==> config.mk <==
export PLATFORM = sky130hd
export DESIGN_NAME = r2sdf_bf_stage_flat
export DESIGN_NICKNAME = d
export VERILOG_FILES = /design/src/rtl/r2sdf_bf_if.sv /design/src/rtl/r2sdf_bf_stage.sv /design/src/flat_wrapper.sv
export SDC_FILE = /design/constraint.sdc
export NUM_CORES = 1
export LEC_CHECK = 0
export ABC_AREA = 1
export CAP_MARGIN = 20
export CORE_MARGIN = 4
export CORE_UTILIZATION = 53
export CTS_CLUSTER_SIZE = 10
export DETAILED_ROUTE_END_ITERATION = 6
export PLACE_DENSITY = 0.69
export SYNTH_ARGS = -nofsm -noshare
export SYNTH_HDL_FRONTEND = slang
export SYNTH_SLANG_ARGS = --single-unit
==> constraint.sdc <==
create_clock -name clk -period 2.07 [get_ports clk]
set_input_delay 0.414 -clock clk [delete_from_list [all_inputs] [get_ports clk]]
set_output_delay 0.414 -clock clk [all_outputs]
set_load 0.005 [all_outputs]
==> src/rtl/r2sdf_bf_if.sv <==
// Streaming sample bus for the R2SDF butterfly stage: input samples with frame sync, output sums/differences.
// Output width is WIDTH+1, or WIDTH when R2SDF_SCALE_EN is defined.
interface r2sdf_bf_if #(
  parameter int WIDTH = 16
);
`ifdef R2SDF_SCALE_EN
  localparam int OW = WIDTH;
`else
  localparam int OW = WIDTH + 1;
`endif

  logic                    valid_i;
  logic                    sync_i;
  logic signed [WIDTH-1:0] data_in_r;
  logic signed [WIDTH-1:0] data_in_i;
  logic                    valid_o;
  logic signed [OW-1:0]    data_out_r;
  logic signed [OW-1:0]    data_out_i;

  modport master (
    output valid_i, sync_i, data_in_r, data_in_i,
    input  valid_o, data_out_r, data_out_i
  );

  modport slave (
    input  valid_i, sync_i, data_in_r, data_in_i,
    output valid_o, data_out_r, data_out_i
  );
endinterface

==> src/rtl/r2sdf_bf_stage.sv <==
// Radix-2 single-path delay-feedback butterfly stage; one complex sample per accepted cycle.
// Define R2SDF_SCALE_EN to round-halve and saturate the output to WIDTH bits.
module r2sdf_bf_stage #(
  parameter int WIDTH = 16,
  parameter int DELAY = 16
) (
  input logic       clk,
  input logic       rst_n,
  r2sdf_bf_if.slave bus
);
  localparam int EW = WIDTH + 1;
  localparam int CW = $clog2(2 * DELAY);
`ifdef R2SDF_SCALE_EN
  localparam int OW = WIDTH;
  localparam logic signed [EW:0] SAT_MAX = {3'b000, {(WIDTH-1){1'b1}}};
  localparam logic signed [EW:0] SAT_MIN = {3'b111, {(WIDTH-1){1'b0}}};
`else
  localparam int OW = WIDTH + 1;
`endif

  logic [CW-1:0]          cnt;
  logic                   primed;
  logic signed [EW-1:0]   dly_r [DELAY];
  logic signed [EW-1:0]   dly_i [DELAY];

  logic signed [EW-1:0]   x_r_p0, x_i_p0;
  logic signed [EW-1:0]   d_r_p0, d_i_p0;
  logic signed [EW-1:0]   sum_r_p0, sum_i_p0;
  logic signed [EW-1:0]   dif_r_p0, dif_i_p0;
  logic signed [EW-1:0]   push_r_p0, push_i_p0;
  logic signed [EW-1:0]   res_r_p0, res_i_p0;
  logic                   bfly_p0;

  logic                   vld_p1;
  logic signed [OW-1:0]   out_r_p1, out_i_p1;

  function automatic logic signed [OW-1:0] fmt(input logic signed [EW-1:0] v);
`ifdef R2SDF_SCALE_EN
    logic signed [EW:0] t;
    t = $signed({v[EW-1], v}) + $signed((EW+1)'(1));
    t = t >>> 1;
    if (t > SAT_MAX)      return SAT_MAX[OW-1:0];
    else if (t < SAT_MIN) return SAT_MIN[OW-1:0];
    else                  return t[OW-1:0];
`else
    return v;
`endif
  endfunction

  // Stage p0: butterfly against the oldest delay-line entry
  assign x_r_p0  = {bus.data_in_r[WIDTH-1], bus.data_in_r};
  assign x_i_p0  = {bus.data_in_i[WIDTH-1], bus.data_in_i};
  assign d_r_p0  = dly_r[DELAY-1];
  assign d_i_p0  = dly_i[DELAY-1];
  // A sync sample is always treated as index 0, i.e. a fill sample
  assign bfly_p0 = cnt[CW-1] & ~bus.sync_i;

  always_comb begin
    sum_r_p0  = d_r_p0 + x_r_p0;
    sum_i_p0  = d_i_p0 + x_i_p0;
    dif_r_p0  = d_r_p0 - x_r_p0;
    dif_i_p0  = d_i_p0 - x_i_p0;
    push_r_p0 = bfly_p0 ? dif_r_p0 : x_r_p0;
    push_i_p0 = bfly_p0 ? dif_i_p0 : x_i_p0;
    res_r_p0  = bfly_p0 ? sum_r_p0 : d_r_p0;
    res_i_p0  = bfly_p0 ? sum_i_p0 : d_i_p0;
  end

  always_ff @(posedge clk or negedge rst_n) begin
    if (!rst_n) begin
      cnt    <= '0;
      primed <= 1'b0;
      vld_p1 <= 1'b0;
    end else if (!bus.valid_i) begin
      vld_p1 <= 1'b0;
    end else if (bus.sync_i) begin
      cnt    <= CW'(1);
      primed <= 1'b0;
      vld_p1 <= 1'b0;
    end else begin
      cnt    <= cnt + CW'(1);
      vld_p1 <= cnt[CW-1] ? 1'b1 : primed;
      if (&cnt)
        primed <= 1'b1;
    end
  end

  // Stage p1: delay-line shift and registered output
  always_ff @(posedge clk or negedge rst_n) begin
    if (!rst_n) begin
      for (int k = 0; k < DELAY; k++) begin
        dly_r[k] <= '0;
        dly_i[k] <= '0;
      end
      out_r_p1 <= '0;
      out_i_p1 <= '0;
    end else if (bus.valid_i) begin
      dly_r[0] <= push_r_p0;
      dly_i[0] <= push_i_p0;
      for (int k = 1; k < DELAY; k++) begin
        dly_r[k] <= dly_r[k-1];
        dly_i[k] <= dly_i[k-1];
      end
      out_r_p1 <= fmt(res_r_p0);
      out_i_p1 <= fmt(res_i_p0);
    end
  end

  assign bus.valid_o    = vld_p1;
  assign bus.data_out_r = out_r_p1;
  assign bus.data_out_i = out_i_p1;
endmodule
==> src/flat_wrapper.sv <==
// flat-port wrapper written by rule: the top's interface ports become plain ports
module r2sdf_bf_stage_flat 
#(
  parameter int WIDTH = 16,
  parameter int DELAY = 16
)
  (clk, rst_n, bus_valid_i, bus_sync_i, bus_data_in_r, bus_data_in_i, bus_valid_o, bus_data_out_r, bus_data_out_i);
  r2sdf_bf_if #(.WIDTH(WIDTH)) bus_i ();
  input logic clk;
  input logic rst_n;
  input wire logic [$bits(bus_i.valid_i)-1:0] bus_valid_i;
  input wire logic [$bits(bus_i.sync_i)-1:0] bus_sync_i;
  input wire logic [$bits(bus_i.data_in_r)-1:0] bus_data_in_r;
  input wire logic [$bits(bus_i.data_in_i)-1:0] bus_data_in_i;
  output wire logic [$bits(bus_i.valid_o)-1:0] bus_valid_o;
  output wire logic [$bits(bus_i.data_out_r)-1:0] bus_data_out_r;
  output wire logic [$bits(bus_i.data_out_i)-1:0] bus_data_out_i;
  assign bus_i.valid_i = bus_valid_i;
  assign bus_i.sync_i = bus_sync_i;
  assign bus_i.data_in_r = bus_data_in_r;
  assign bus_i.data_in_i = bus_data_in_i;
  assign bus_valid_o = bus_i.valid_o;
  assign bus_data_out_r = bus_i.data_out_r;
  assign bus_data_out_i = bus_i.data_out_i;
  r2sdf_bf_stage #(.WIDTH(WIDTH), .DELAY(DELAY)) u_core (.clk(clk), .rst_n(rst_n), .bus(bus_i));
endmodule
# After elaboration in Yosys (flattened, before gate mapping)
# Cells that the tools add are included.
[word_totals]
regBits = 585
inputBits = 36
out_inout_bits = 35
wordCells = 57
[op_classes]
n_addsub = 5
muxes = 10
n_bitwise = 2
n_reduce_logical = 3
[ops]
columns = ["operator", "count"]
rows = [
  ["17-bit two-way mux", 4],
  ["17-bit by 16-bit adder with 17-bit output", 2],
  ["17-bit by 16-bit subtractor with 17-bit output", 2],
  ["5-bit by 1-bit adder with 5-bit output (second input constant)", 1],
  ["1-bit two-way mux", 5],
  ["5-bit two-way mux", 1],
  ["5-bit AND reduction", 1],
  ["2-bit AND reduction", 1],
  ["2-bit nonzero test", 1],
  ["1-bit AND", 1],
  ["1-bit NOT", 1],
]

# Longest topological paths before layout
# Gate-level depths: netlist of the first run.
[logic_depth]
depth_word = 3
mapped_depth = 14
mapped_depth_nobuf = 14

# Least setup slack after synthesis of the first run
# Ideal clock, no wire load.
[synth_timing]
kind = "input to register"
startpoint = "in bus_data_in_r[0]"
endpoint = "reg u_core.dly_r[265] (netlist name)"
setup_ns = 0.117
t_arrival_ns = 1.693
required_time_ns = 1.953
setup_slack_ns = 0.260
cell_stages = 12
path_buffers = 0
path_cell_list = "ha_1 fa_1 inv_1 nand2_1 nand2_1 nand3_1 nand2_1 nand3_1 nand3_1 nand3_1 nand2_1 nand2_1"
[synth_via]
elab_chain_cells = 2
[synth_lines]
columns = ["item", "line", "source"]
rows = [
  ["start: declaration", "flat_wrapper.sv:13", "input wire logic [$bits(bus_i.data_in_r)-1:0] bus_data_in_r;"],
  ["17-bit by 16-bit subtractor with 17-bit output", "r2sdf_bf_stage.sv:61", "dif_r_p0 = d_r_p0 - x_r_p0;"],
  ["17-bit two-way mux", "r2sdf_bf_stage.sv:63", "push_r_p0 = bfly_p0 ? dif_r_p0 : x_r_p0;"],
  ["end signal: indexed assignment", "r2sdf_bf_stage.sv:101", "dly_r[k] <= dly_r[k-1];"],
  ["end: declaration", "r2sdf_bf_stage.sv:23", "logic signed [EW-1:0] dly_r [DELAY];"],
]
# Every way passes these cells.
# A chain may end at the register's enable or synchronous reset.

# Final worst setup path of the first run
[layout_timing]
startpoint = "reg u_core.out_r_p1[7] (netlist: u_core.bus.data_out_r[7])"
endpoint = "out bus_data_out_r[7]"
[layout_rtl]
columns = ["item", "line", "source"]
rows = [
  ["start: declaration", "r2sdf_bf_stage.sv:35", "logic signed [OW-1:0] out_r_p1, out_i_p1;"],
  ["start signal: assignment", "r2sdf_bf_stage.sv:104", "out_r_p1 <= fmt(res_r_p0);"],
  ["end: declaration", "flat_wrapper.sv:16", "output wire logic [$bits(bus_i.data_out_r)-1:0] bus_data_out_r;"],
]
# No word-level cell between the ends.

==> metrics.txt, run 1 <==
Vias/cell=5.114; Pwr Density=between 900 and 1000 nW/um2; HP Class=in2reg; sw power=8.981 mW; count leader, synth=nand2_1; wire per inst=15.96 um; Gate Count Post-Synth=3109; hold_ws=0.1434 ns; fin nets=3421; IO Port Bufs=70; vias in the first global route=between 15000 and 20000; Ys Warns=0; largest net degree at the start of global routing=111; clock network latency to the later pin of the worst-skew pair=a little over 0.6 ns; CTS tree=yes; static leakage=between 15 and 20 nW; routability cong.=roughly 0.94; Critical-path top delay cell=clkdlybuf4s50_1; Die Wd=230.2 um; Synth top area share=55.93%; Synth Area per Inst=8.419 um2; relative slew slack=52.82%; DRT iter0 DRCs=about 1800; drt first pass iters=7; clock network fraction of design power=35.8%; clk root buf=clkbuf_16; Detailed Place HPWL=between 40 and 50 mm; CP max FO=2; Max Slew Vio Count=0; total die area=~53000 um2; worst setup margin=0.05997 ns; Final Skew=0.02526 ns; first-pass GRT wire length=105.5 mm; WP data required=1.66 ns; Post-Syn Nets=3215; Final Setup Violations=0; Comb pwr share=between 10% and 20%; Seq pwr share=approximately 46%; Num CTS Buffers=70; CP arrival=about 1.6 ns; final period utilization=between 90% and 100%; sw frac=29.13%; pre-CTS WS=-0.5361 ns; crit path buf inv count=1; I/O pin total=slightly above 70; final hold violations=0; most used flip-flop cell after synthesis=dfrtp_1; Initial Utilization=53.58%; GR Overflow Total=0; fraction of registers with async set/reset=100.0%; final worst path period need=2.010 ns; outcome=finished, final reports clean; Critical Path Source Type=flop; setup TNS=0 ns; dpl cells=slightly below 4000; maxcap violations=0; # DRC=0; Die Ht=roughly 230 um; Int Pwr=approximately 22 mW; FF+latch count, synth=585; vias=~20000; Area contributors post-synth=dfrtp_1, nand2_1, o21ai_0; mapped cell area=around 26000 um2; clk buf depth=3; # rows=81; H-tree Lvls=3; most frequent cells after synthesis=nand2_1, dfrtp_1, o21ai_0; layout cells sized above 1=11.05%; Max Freq=497.5 MHz; Crit Path Category=reg2out; n_diodes=0; Routed Antenna Nets=0; antenna violations before repair=0; CP Cell Sequence=clkdlybuf4s50_1; Total GRT Usage=24.45%; crit-path max cell delay=about 0.55 ns; cell taking the most area after synthesis=dfrtp_1; Routed WL=63.71 mm; Final Non-Filler Cells=~4000; post-layout util=63.53%; Netlist cell types=33; VDD IR-drop max=about 670 uV; type of destination of the critical path=output port; Largest delay share family, worst path=buffers and inverters; core area=48850 um2; Area Growth Syn to Fin=18.56%; number of synthesized flops with an enable pin=0; Seq/Total Area, Yosys=55.93%; clock sink count=585; pin slew with the least headroom to its limit=0.7078 ns; Clk pin slew, worst setup/hold paths=0.05 ns
flip-flops by register name, indices dropped and copies added, names as in the netlist:
register               flops
u_core.cnt                 5
u_core.primed              1
u_core.bus.valid_o         1
u_core.dly_i             255
u_core.dly_r             255
u_core.bus.data_out_r     17
u_core.d_r_p0             17
u_core.d_i_p0             17
u_core.bus.data_out_i     17
worst paths after layout:
check                                              start                   endpoint  slack (ns)  cells after the start
worst max-delay path            u_core.bus.data_out_r[7]          bus_data_out_r[7]        0.06                      1
worst min-delay path                         bus_valid_i           u_core.dly_r[79]        0.14                      3
worst max register to register          u_core.d_r_p0[6]   u_core.bus.data_out_r[8]        0.10                      9
worst min register to register          u_core.dly_r[97]           u_core.dly_r[80]        0.47                      2
max in group asynchronous                          rst_n   u_core.bus.data_out_r[2]        0.93                      3
min in group asynchronous                          rst_n  u_core.bus.data_out_i[13]        0.29                      2
power groups by stage:
| stage | Sequential [mW] | Clock, mW | Combinational, mW |
|---|---|---|---|
| floorplan | 14.0 | 0 | 3.26 |
| CTS | 14.1 | 11.3 | 5.70 |
| global placement | 14.2 | 0 | 5.50 |
| finish | 14.1 | 11.0 | 5.71 |
| detailed placement | 14.2 | 0 | 5.63 |
| global route | 14.3 | 11.8 | 6.53 |
layer usage:
layer  up-vias  wire, um  global-route usage, %
li1      10079         -                      -
met1      9800     31730                  38.67
met2       458     27130                  35.19
met3        82      3646                  4.150
met4         0      1200                  6.276
met5         -         0                      0
cells in the final DEF, fill, tap and decap left out, drive strengths merged, types with 9 or more instances in the layout:
cell type and instances:
nor3 9, xor2 17, buf 220, nand2 967, nor2 79, ha 66
inv 453, clkdlybuf4s50 67, nand3 93, o21ai 537, a21oi 117, clkbuf 74
dfrtp 585
area by class of cell:
type,count,area [um2]
Tap cell,664,830.8
Clock buffer,74,1797
Inverter,451,1700
Fill cell,4184,17820
Multi-Input combinational cell,1918,9121
Sequential cell,585,14640
Timing Repair Buffer,289,2710
Clock inverter,12,229.0
through the flow:
step	instance area (um2)	power [mW]
after floorplan	26180	17.22
after global placement	28910	19.68
after detailed placement	28910	19.87
after CTS	30960	31.10
after global routing	31030	32.62
final	31030	30.84
what timing repair did:
item	in CTS	in global routing
pin swaps	0	1
resized for setup	6	26
endpoints found under the hold margin	24	0
buffers inserted	0	0
hold buffers	1	0
setup endpoints to repair	6	25
cells by family after synthesis:
logic type | count (synthesis) | share of synthesized area, %
DFF | 585 | 55.93
buffers and inverters | 606 | 9.546
and+or+nand+nor | 1159 | 17.36
adders and majority gates | 70 | 3.461
AOI/OAI and AO/OA | 672 | 13.14
xor gates and xnor gates | 17 | 0.5688
(Power assumes the default switching activity.)
==> run 2, diff against run 1 <==
--- a/config.mk
+++ b/config.mk
@@ -12,6 +12,7 @@
 export CTS_CLUSTER_SIZE = 10
 export DETAILED_ROUTE_END_ITERATION = 6
 export PLACE_DENSITY = 0.69
+export SLEW_MARGIN = 20
 export SYNTH_ARGS = -nofsm -noshare
 export SYNTH_HDL_FRONTEND = slang
 export SYNTH_SLANG_ARGS = --single-unit
==> constraint.sdc (replaced) <==
create_clock -name clk -period 2.27 [get_ports clk]
set_input_delay 0.454 -clock clk [delete_from_list [all_inputs] [get_ports clk]]
set_output_delay 0.454 -clock clk [all_outputs]
set_load 0.005 [all_outputs]
==> metrics.txt, run 2 (same netlist as run 1, synthesis figures left out) <==
CP max FO=3; CTS tree=yes; static leakage=between 15 and 20 nW; hold_ws=about 0.3 ns; total die area=53010 um2; RSZ-0062 raised after global routing=false; I/O pin total=71; clock sink count=585; Final Non-Filler Cells=3971; wire per inst=16.16 um; Routed WL=64.16 mm; H-tree Lvls=3; CP arrival=2.53 ns; cell area after layout=30810 um2; GR Overflow Total=0; Final Skew=between 0.015 and 0.02 ns; # rows=81; Vias/cell=5.108; Initial Utilization=between 50% and 60%; Total GRT Usage=24.51%; fin nets=3400; setup TNS=0 ns; Critical Path Source Type=flop; dpl cells=3885; relative slew slack=65.41%; most common cell after layout, fill and taps aside=nand2_1; core area=48850 um2; antenna violations before repair=0; pin slew with the least headroom to its limit=0.5188 ns; first-pass GRT wire length=105.3 mm; Setup Buffers After CTS=0; Area Growth Syn to Fin=17.72%; Routed Antenna Nets=0; n_diodes=0; top flop regs=u_core.dly_i: 255 flops, u_core.dly_r: 255 flops; Max Slew Vio Count=0; clock network latency to the later pin of the worst-skew pair=between 0.5 and 0.6 ns; Die Ht=230.2 um; layout cells sized above 1=under 10%; clk root buf=clkbuf_16; leading cell types in the layout, fill and taps excluded=nand2_1, dfrtp_1, o21ai_0, inv_1, buf_4; final hold violations=0; Clk pin slew, worst setup/hold paths=roughly 0.060 ns; final period utilization=91.78%; drt first pass iters=5; Die Wd=230.2 um; IO Port Bufs=70; final worst path period need=2.083 ns; maxcap violations=0; Final Setup Violations=0; Crit Path Category=reg2reg; Pwr Density=914.2 nW/um2; clk buf depth=3; vias in the first global route=19713; HP Class=in2reg; type of destination of the critical path=flop; routability cong.=about 0.9; post-layout util=63.08%; outcome=finished, final reports clean; largest net degree at the start of global routing=140; vias=just over 20000; fillcell total=roughly 4300; WP data required=2.72 ns; Detailed Place HPWL=43.99 mm; VDD IR-drop max=611.7 uV; # DRC=0; DRT iter0 DRCs=1555; Max Freq=480.0 MHz; Num CTS Buffers=70; Area after DPL=28740 um2
run 2: what timing repair did:
item                       CTS  global route
resized for setup            0             4
hold endpoints to repair    31             0
setup endpoints to repair    0             5
hold buffers                 1             0
run 2: report_power, final:
group,switching [mW],leakage (nW),internal (mW),total (mW)
clock network,4.09,1.00,6.13,10.2
registers,0.854,7.57,12.0,12.9
logic,3.06,6.77,2.01,5.07
run 2: per-stage QoR:
step	worst slack, ns	total power [mW]
global placement	-0.4340	17.90
global route	0.02673	29.77
finish	0.1866	28.17
floorplan	0.4205	15.70
detailed placement	-0.3904	18.06
CTS	0.1532	28.43
run 2: area by class of cell:
cell class,instances,area [um2],area share (%)
timing repair buffer,268,2537,8.235
tap,664,830.8,2.696
sequential,585,14640,47.51
multi-input combinational,1918,9054,29.38
clock buffer,75,1854,6.018
inverter,451,1700,5.518
clock inverter,10,197.7,0.6416
run 2: worst paths after layout:
path,start,to,slack [ns],cells after the start
max in group asynchronous,rst_n,u_core.dly_r[163],0.98,4
setup reg to reg,u_core.d_r_p0[0],u_core.dly_r[263],0.19,11
min in group asynchronous,rst_n,u_core.bus.data_out_i[13],0.39,2
hold / removal,bus_valid_i,u_core.dly_r[245],0.29,3
hold reg to reg,u_core.dly_i[19],u_core.d_i_p0[2],0.47,2
setup / recovery,u_core.d_r_p0[0],u_core.dly_r[263],0.19,11
run 2: per-layer routing:
metal	up-vias	track usage, %	routed length (um)
li1	10031	-	-
met1	9724	38.64	31970
met2	447	35.57	27380
met3	80	4.063	3756
met4	0	6.125	1056
met5	-	0	0
run 2: worst max-delay path, stage by stage (launching register included):
cell     delay [ns]
dfrtp_1        0.37
inv_1          0.07
ha_1           0.21
fa_1           0.44
inv_1          0.07
nand2_1        0.07
nand2_2        0.09
nand3_1        0.07
nand2_1        0.15
xor2_1         0.08
o21ai_0        0.25
nand2_1        0.09
